### src/rtl/pc_next_unit_if.sv
`default_nettype none
// ============================================================================
// Module  : pc_next_unit_if
// Brief   : Bundle between control/CSR logic and the PC / next-PC unit.
// Rev     : 1.0  initial release
// ============================================================================
interface pc_next_unit_if #(
    parameter int XLEN = 32
);
    logic            STALL;
    logic [2:0]      PC_SEL;
    logic [XLEN-1:0] JALR;
    logic [XLEN-1:0] BRANCH;
    logic [XLEN-1:0] JAL;
    logic [XLEN-1:0] MTVEC;
    logic [XLEN-1:0] MEPC;
    logic [XLEN-1:0] PC;
    logic [XLEN-1:0] PC_PLUS4;
    logic            PEND;
    logic            MISALIGN;
    logic [XLEN-1:0] BAD_ADDR;

    modport master (
        output STALL, PC_SEL, JALR, BRANCH, JAL, MTVEC, MEPC,
        input  PC, PC_PLUS4, PEND, MISALIGN, BAD_ADDR
    );

    modport slave (
        input  STALL, PC_SEL, JALR, BRANCH, JAL, MTVEC, MEPC,
        output PC, PC_PLUS4, PEND, MISALIGN, BAD_ADDR
    );
endinterface
`default_nettype wire

### src/rtl/pc_next_unit.sv
`default_nettype none
// ============================================================================
// Module  : pc_next_unit
// Brief   : PC register with next-PC select, stall-time redirect buffering,
//           trap priority and misaligned jump/branch target rejection.
// Rev     : 1.0  initial release
// ============================================================================
module pc_next_unit #(
    parameter int              XLEN        = 32,
    parameter logic [XLEN-1:0] RESET_VEC   = '0,
    parameter bit              ALIGN_CHECK = 1'b1
) (
    input  wire logic     CLK,
    input  wire logic     RST,
    pc_next_unit_if.slave bus
);

    localparam logic [2:0] c_SEL_PC4    = 3'b000;
    localparam logic [2:0] c_SEL_JALR   = 3'b001;
    localparam logic [2:0] c_SEL_BRANCH = 3'b010;
    localparam logic [2:0] c_SEL_JAL    = 3'b011;
    localparam logic [2:0] c_SEL_MTVEC  = 3'b100;
    localparam logic [2:0] c_SEL_MEPC   = 3'b101;

    localparam logic [0:0] c_ST_IDLE = 1'b0;
    localparam logic [0:0] c_ST_HELD = 1'b1;

    localparam logic [XLEN-1:0] c_FOUR = XLEN'(4);

    logic [0:0]      r_state;
    logic [2:0]      r_psel;
    logic [XLEN-1:0] r_ptgt;
    logic [XLEN-1:0] r_pc;
    logic            r_mis;
    logic [XLEN-1:0] r_bad;

    logic [XLEN-1:0] w_new_tgt;
    logic            w_is_redir;
    logic            w_trap_locked;
    logic            w_take_new;
    logic [2:0]      w_eff_sel;
    logic [XLEN-1:0] w_eff_tgt;
    logic            w_eff_is_jump;
    logic            w_misalign;
    logic [XLEN-1:0] w_pc_plus4;
    logic [XLEN-1:0] w_pc_next;

    // Trap vectors are word aligned by construction; jump targets are taken raw
    // so the alignment check sees what the datapath actually produced.
    always_comb begin
        w_new_tgt = r_pc;
        case (bus.PC_SEL)
            c_SEL_JALR:   w_new_tgt = bus.JALR;
            c_SEL_BRANCH: w_new_tgt = bus.BRANCH;
            c_SEL_JAL:    w_new_tgt = bus.JAL;
            c_SEL_MTVEC:  w_new_tgt = {bus.MTVEC[XLEN-1:2], 2'b00};
            c_SEL_MEPC:   w_new_tgt = {bus.MEPC[XLEN-1:2], 2'b00};
            default:      w_new_tgt = r_pc;
        endcase
    end

    assign w_is_redir    = (bus.PC_SEL >= c_SEL_JALR) && (bus.PC_SEL <= c_SEL_MEPC);
    assign w_trap_locked = (r_state == c_ST_HELD) && (r_psel == c_SEL_MTVEC)
                           && (bus.PC_SEL != c_SEL_MTVEC);
    assign w_take_new    = w_is_redir && !w_trap_locked;

    always_comb begin
        w_eff_sel = bus.PC_SEL;
        w_eff_tgt = w_new_tgt;
        if (!w_take_new && (r_state == c_ST_HELD)) begin
            w_eff_sel = r_psel;
            w_eff_tgt = r_ptgt;
        end
    end

    assign w_eff_is_jump = (w_eff_sel == c_SEL_JALR) || (w_eff_sel == c_SEL_BRANCH)
                           || (w_eff_sel == c_SEL_JAL);
    assign w_misalign    = ALIGN_CHECK && w_eff_is_jump && (w_eff_tgt[1:0] != 2'b00);
    assign w_pc_plus4    = r_pc + c_FOUR;

    always_comb begin
        w_pc_next = r_pc;
        if (!w_misalign) begin
            case (w_eff_sel)
                c_SEL_PC4:    w_pc_next = w_pc_plus4;
                c_SEL_JALR,
                c_SEL_BRANCH,
                c_SEL_JAL,
                c_SEL_MTVEC,
                c_SEL_MEPC:   w_pc_next = w_eff_tgt;
                default:      w_pc_next = r_pc;
            endcase
        end
    end

    always_ff @(posedge CLK) begin
        if (RST) begin
            r_state <= c_ST_IDLE;
            r_psel  <= c_SEL_PC4;
            r_ptgt  <= '0;
            r_pc    <= RESET_VEC;
            r_mis   <= 1'b0;
            r_bad   <= '0;
        end else if (bus.STALL) begin
            r_mis <= 1'b0;
            if (w_take_new) begin
                r_state <= c_ST_HELD;
                r_psel  <= bus.PC_SEL;
                r_ptgt  <= w_new_tgt;
            end
        end else begin
            // Slot is consumed or discarded on every unstalled edge.
            r_state <= c_ST_IDLE;
            r_pc    <= w_pc_next;
            r_mis   <= w_misalign;
            if (w_misalign) begin
                r_bad <= w_eff_tgt;
            end
        end
    end

    assign bus.PC       = r_pc;
    assign bus.PC_PLUS4 = w_pc_plus4;
    assign bus.PEND     = (r_state == c_ST_HELD);
    assign bus.MISALIGN = r_mis;
    assign bus.BAD_ADDR = r_bad;

endmodule
`default_nettype wire

### src/flat_wrapper.sv
// flat-port wrapper written by rule: the top's interface ports become plain ports
module pc_next_unit_flat 
#(
    parameter int              XLEN        = 32,
    parameter logic [XLEN-1:0] RESET_VEC   = '0,
    parameter bit              ALIGN_CHECK = 1'b1
)
  (CLK, RST, bus_STALL, bus_PC_SEL, bus_JALR, bus_BRANCH, bus_JAL, bus_MTVEC, bus_MEPC, bus_PC, bus_PC_PLUS4, bus_PEND, bus_MISALIGN, bus_BAD_ADDR);
  pc_next_unit_if #(.XLEN(XLEN)) bus_i ();
  input  wire logic CLK;
  input  wire logic RST;
  input wire logic [$bits(bus_i.STALL)-1:0] bus_STALL;
  input wire logic [$bits(bus_i.PC_SEL)-1:0] bus_PC_SEL;
  input wire logic [$bits(bus_i.JALR)-1:0] bus_JALR;
  input wire logic [$bits(bus_i.BRANCH)-1:0] bus_BRANCH;
  input wire logic [$bits(bus_i.JAL)-1:0] bus_JAL;
  input wire logic [$bits(bus_i.MTVEC)-1:0] bus_MTVEC;
  input wire logic [$bits(bus_i.MEPC)-1:0] bus_MEPC;
  output wire logic [$bits(bus_i.PC)-1:0] bus_PC;
  output wire logic [$bits(bus_i.PC_PLUS4)-1:0] bus_PC_PLUS4;
  output wire logic [$bits(bus_i.PEND)-1:0] bus_PEND;
  output wire logic [$bits(bus_i.MISALIGN)-1:0] bus_MISALIGN;
  output wire logic [$bits(bus_i.BAD_ADDR)-1:0] bus_BAD_ADDR;
  assign bus_i.STALL = bus_STALL;
  assign bus_i.PC_SEL = bus_PC_SEL;
  assign bus_i.JALR = bus_JALR;
  assign bus_i.BRANCH = bus_BRANCH;
  assign bus_i.JAL = bus_JAL;
  assign bus_i.MTVEC = bus_MTVEC;
  assign bus_i.MEPC = bus_MEPC;
  assign bus_PC = bus_i.PC;
  assign bus_PC_PLUS4 = bus_i.PC_PLUS4;
  assign bus_PEND = bus_i.PEND;
  assign bus_MISALIGN = bus_i.MISALIGN;
  assign bus_BAD_ADDR = bus_i.BAD_ADDR;
  pc_next_unit #(.XLEN(XLEN), .RESET_VEC(RESET_VEC), .ALIGN_CHECK(ALIGN_CHECK)) u_core (.CLK(CLK), .RST(RST), .bus(bus_i));
endmodule
### config.mk
export PLATFORM = sky130hd
export DESIGN_NAME = pc_next_unit_flat
export DESIGN_NICKNAME = d
export VERILOG_FILES = /design/src/rtl/pc_next_unit_if.sv /design/src/rtl/pc_next_unit.sv /design/src/flat_wrapper.sv
export SDC_FILE = /design/constraint.sdc
export NUM_CORES = 1
export LEC_CHECK = 0
export ABC_AREA = 1
export ABC_CLOCK_PERIOD_IN_PS = 2300
export CAP_MARGIN = 20
export CORE_MARGIN = 2
export CORE_UTILIZATION = 41
export CTS_CLUSTER_DIAMETER = 150
export CTS_CLUSTER_SIZE = 16
export DETAILED_ROUTE_END_ITERATION = 8
export GPL_ROUTABILITY_DRIVEN = 0
export PLACE_DENSITY = 0.78
export SLEW_MARGIN = 25
export SYNTH_ARGS = -nofsm -noshare
export SYNTH_HDL_FRONTEND = slang
export SYNTH_SLANG_ARGS = --single-unit
### constraint.sdc
create_clock -name CLK -period 2.3 [get_ports CLK]
set_input_delay 0.345 -clock CLK [delete_from_list [all_inputs] [get_ports CLK]]
set_output_delay 0.345 -clock CLK [all_outputs]
set_load 0.02 [all_outputs]
==> run metrics <==
status=finished with violations; failing checks=setup timing; top post-synthesis cells by area=dfxtp_1, nand2_1, nor2_1; max incr delay on CP=0.37 ns; worst vdd ir=469.5 uV; CTS Buf Count=9; most frequent cells in the layout=nand2_1, clkdlybuf4s50_1, buf_4; Syn Inst Count=1266; synthesis-stage register bit count=101; Port-buffer cells=259; Slowest-stage cell, CP=dfxtp_4; post-DP HPWL=23.37 mm; Setup CP Type=flip-flop to output pin; fraction of layout cells with a size suffix above 1=20.48%; vias post-DR=10158; placed standard-cell area=11320 um2; crit-path max FO=3; Worst setup SP type=flip-flop; die area=18550 um2; Fin Setup TNS=-0.1422 ns; top cell type's share of synthesized area=28.23%; # nets final=1834; core box area=17180 um2; worst hold slack=0.4332 ns; final-report hold violation count=0; row cnt=48; Final period util=102.5%; crit-path most repeated cell=nand2_2; first-pass GRT wire length=48.14 mm; cts hold-fix bufs=0; Critical Path, Cell by Cell=ha_4, nand2_2, inv_2, nand2_2, nor2_4, buf_6, nand2_2, xor2_1, clkdlybuf4s15_2; Syn. warnings=0; largest net degree at the start of global routing=85; Initial Utilization=41.70%; vias in the first global route=9375; unrepaired setup endpoints after global routing=true; post-synthesis cell type count=32; global-route usage over all layers=33.32%; clk buf depth=2; fillers=1390; DRC=0; Pins Over Slew Limit=0; flop2flop setup slack=0.17 ns; WL/cell=17.49 um; # Max-Cap Violations=0; Leak=0.005823 uW; Worst Slack Setup Final=-0.05681 ns; mean area per synthesized cell=5.658 um2; initial antenna violation count=0; Seq/Total Area, Yosys=28.23%; Die Wd=136.2 um; Area Overhead vs Synth=70.43%; DR vias/cell=5.360; CTS Root Cell=clkbuf_16; Worst EP required=1.96 ns; Slew headroom=58.74%; crit path time final=2.357 ns; ys flop type=dfxtp_1; fin area=12210 um2; syn_nets=1435; Synth area leader=dfxtp_1; clk_skew=0.005247 ns; Die H=136.2 um; most common cell after layout, fill and taps aside=nand2_1; post-layout total power=6558 uW; number of flops mapped to enable cells by yosys=0; cell area power density=537.2 nW/um2; First-pass DRT Iterations=6; HP Class=input port to flip-flop; Worst setup EP type=output pin; H-tree levels=3; I/O pins=264; Final setup viols=5; CTS Sinks=101; Reg clk slew, reported paths=0.07 ns; Worst-Margin Slew=0.6124 ns; worst skew pair latency=0.35 ns; number of antenna-violating nets in the routed design=0; mapped cell area=7163 um2; Initial DRC Count=1182; async set-reset flop share out of synthesis=0%; Fmax achieved=424.3 MHz; Worst EP arrival=2.01 ns; Total Wirelength=33.14 mm; gr ovfl total=0; Ant. Diodes=0; CTS tree=yes; pre-CTS setup slack=-0.4138 ns
path summary, 6_finish.rpt:
path,start,to,cells past startpoint
max,u_core.bus.PC[2]$_SDFFE_PP0P_,bus_PC_PLUS4[16],9
min,bus_PC_SEL[2],u_core.r_psel[2]$_SDFFE_PP0P_,4
max reg2reg,u_core.r_psel[1]$_SDFFE_PP0P_,u_core.bus.BAD_ADDR[20]$_SDFFE_PP0P_,16
min reg2reg,u_core.bus.BAD_ADDR[31]$_SDFFE_PP0P_,u_core.bus.BAD_ADDR[31]$_SDFFE_PP0P_,2
layer usage:
layer / wire length, um / track usage, % / vias up
met2: 15360 / 55.39 / 669
met4: 2109 / 17.88 / 0
met5: 0 / 0 / -
met1: 12560 / 41.14 / 4581
li1: - / - / 4750
met3: 3117 / 5.518 / 158
state kept, by name, summed over array words and instances, names as in the netlist:
name / count
u_core.bus.PEND: 1
u_core.r_ptgt: 32
u_core.bus.PC: 32
u_core.r_psel: 3
u_core.bus.BAD_ADDR: 32
u_core.bus.MISALIGN: 1
per-stage QoR:
stage | std cells | utilization (%)
after detailed placement | 1859 | 65.89
after global placement | 1859 | 65.89
after CTS | 1876 | 68.32
after floorplan | 1266 | -
final | 1895 | 71.07
after global routing | 1895 | 71.07
layout make-up:
class	count	area [um2]	share of cell area, %
Clock buffer	14	274.0	2.245
Clock inverter	2	16.27	0.1332
Inverter	153	585.6	4.797
Multi-Input combinational cell	942	4623	37.87
Sequential cell	101	2046	16.76
Timing Repair Buffer	458	4382	35.89
Tap cell	225	281.5	2.306
what timing repair did:
| action | 4_1_cts | 5_1_grt |
|---|---|---|
| hold endpoints to repair | 0 | 0 |
| buffers inserted | 1 | 15 |
| endpoints found under the setup margin | 87 | 89 |
| resized for setup | 122 | 92 |
| pin swaps | 7 | 17 |
| gates cloned | 0 | 4 |
worst max-delay path: cells and delay by family, from the launching register on:
family | cells | cell delay (ns)
flip-flops | 1 | 0.37
adder cells (fa/ha/maj) | 1 | 0.14
AND/OR/NAND/NOR | 4 | 0.38
buffers and inverters | 3 | 0.51
XOR/XNOR | 1 | 0.24
cell families (layout without fill, tap and decap cells):
kind of cell	count (synthesis)	in the layout	share of synthesized area, %
buf+inv	223	627	12.98
simple gates	774	774	45.19
flops	101	101	28.23
compound gates	141	141	10.15
xor+xnor	24	24	2.934
fa+ha+maj	3	3	0.5241
report_power, final:
group / internal, uW / total, uW / switching (uW)
registers: 1920 / 2050 / 130
logic: 1370 / 2990 / 1610
clock network: 828 / 1520 / 690
total: 4120 / 6560 / 2430
Yosys cell counts (2+ instances only):
| master | count |
|---|---|
| clkbuf_1 | 35 |
| xor2_1 | 24 |
| nor2_1 | 164 |
| o21ai_1 | 2 |
| a21oi_1 | 57 |
| nand2_1 | 446 |
| buf_6 | 5 |
| inv_1 | 146 |
| o22ai_1 | 10 |
| inv_2 | 6 |
| dfxtp_1 | 101 |
| buf_4 | 6 |
| buf_1 | 2 |
| ha_1 | 3 |
| nor3_1 | 12 |
| nand3_1 | 96 |
| nand4_1 | 39 |
| nand3_4 | 3 |
| or2_2 | 2 |
| nand2_2 | 6 |
| buf_2 | 22 |
| o21ai_0 | 69 |
Power figures use the tool's default switching activity.
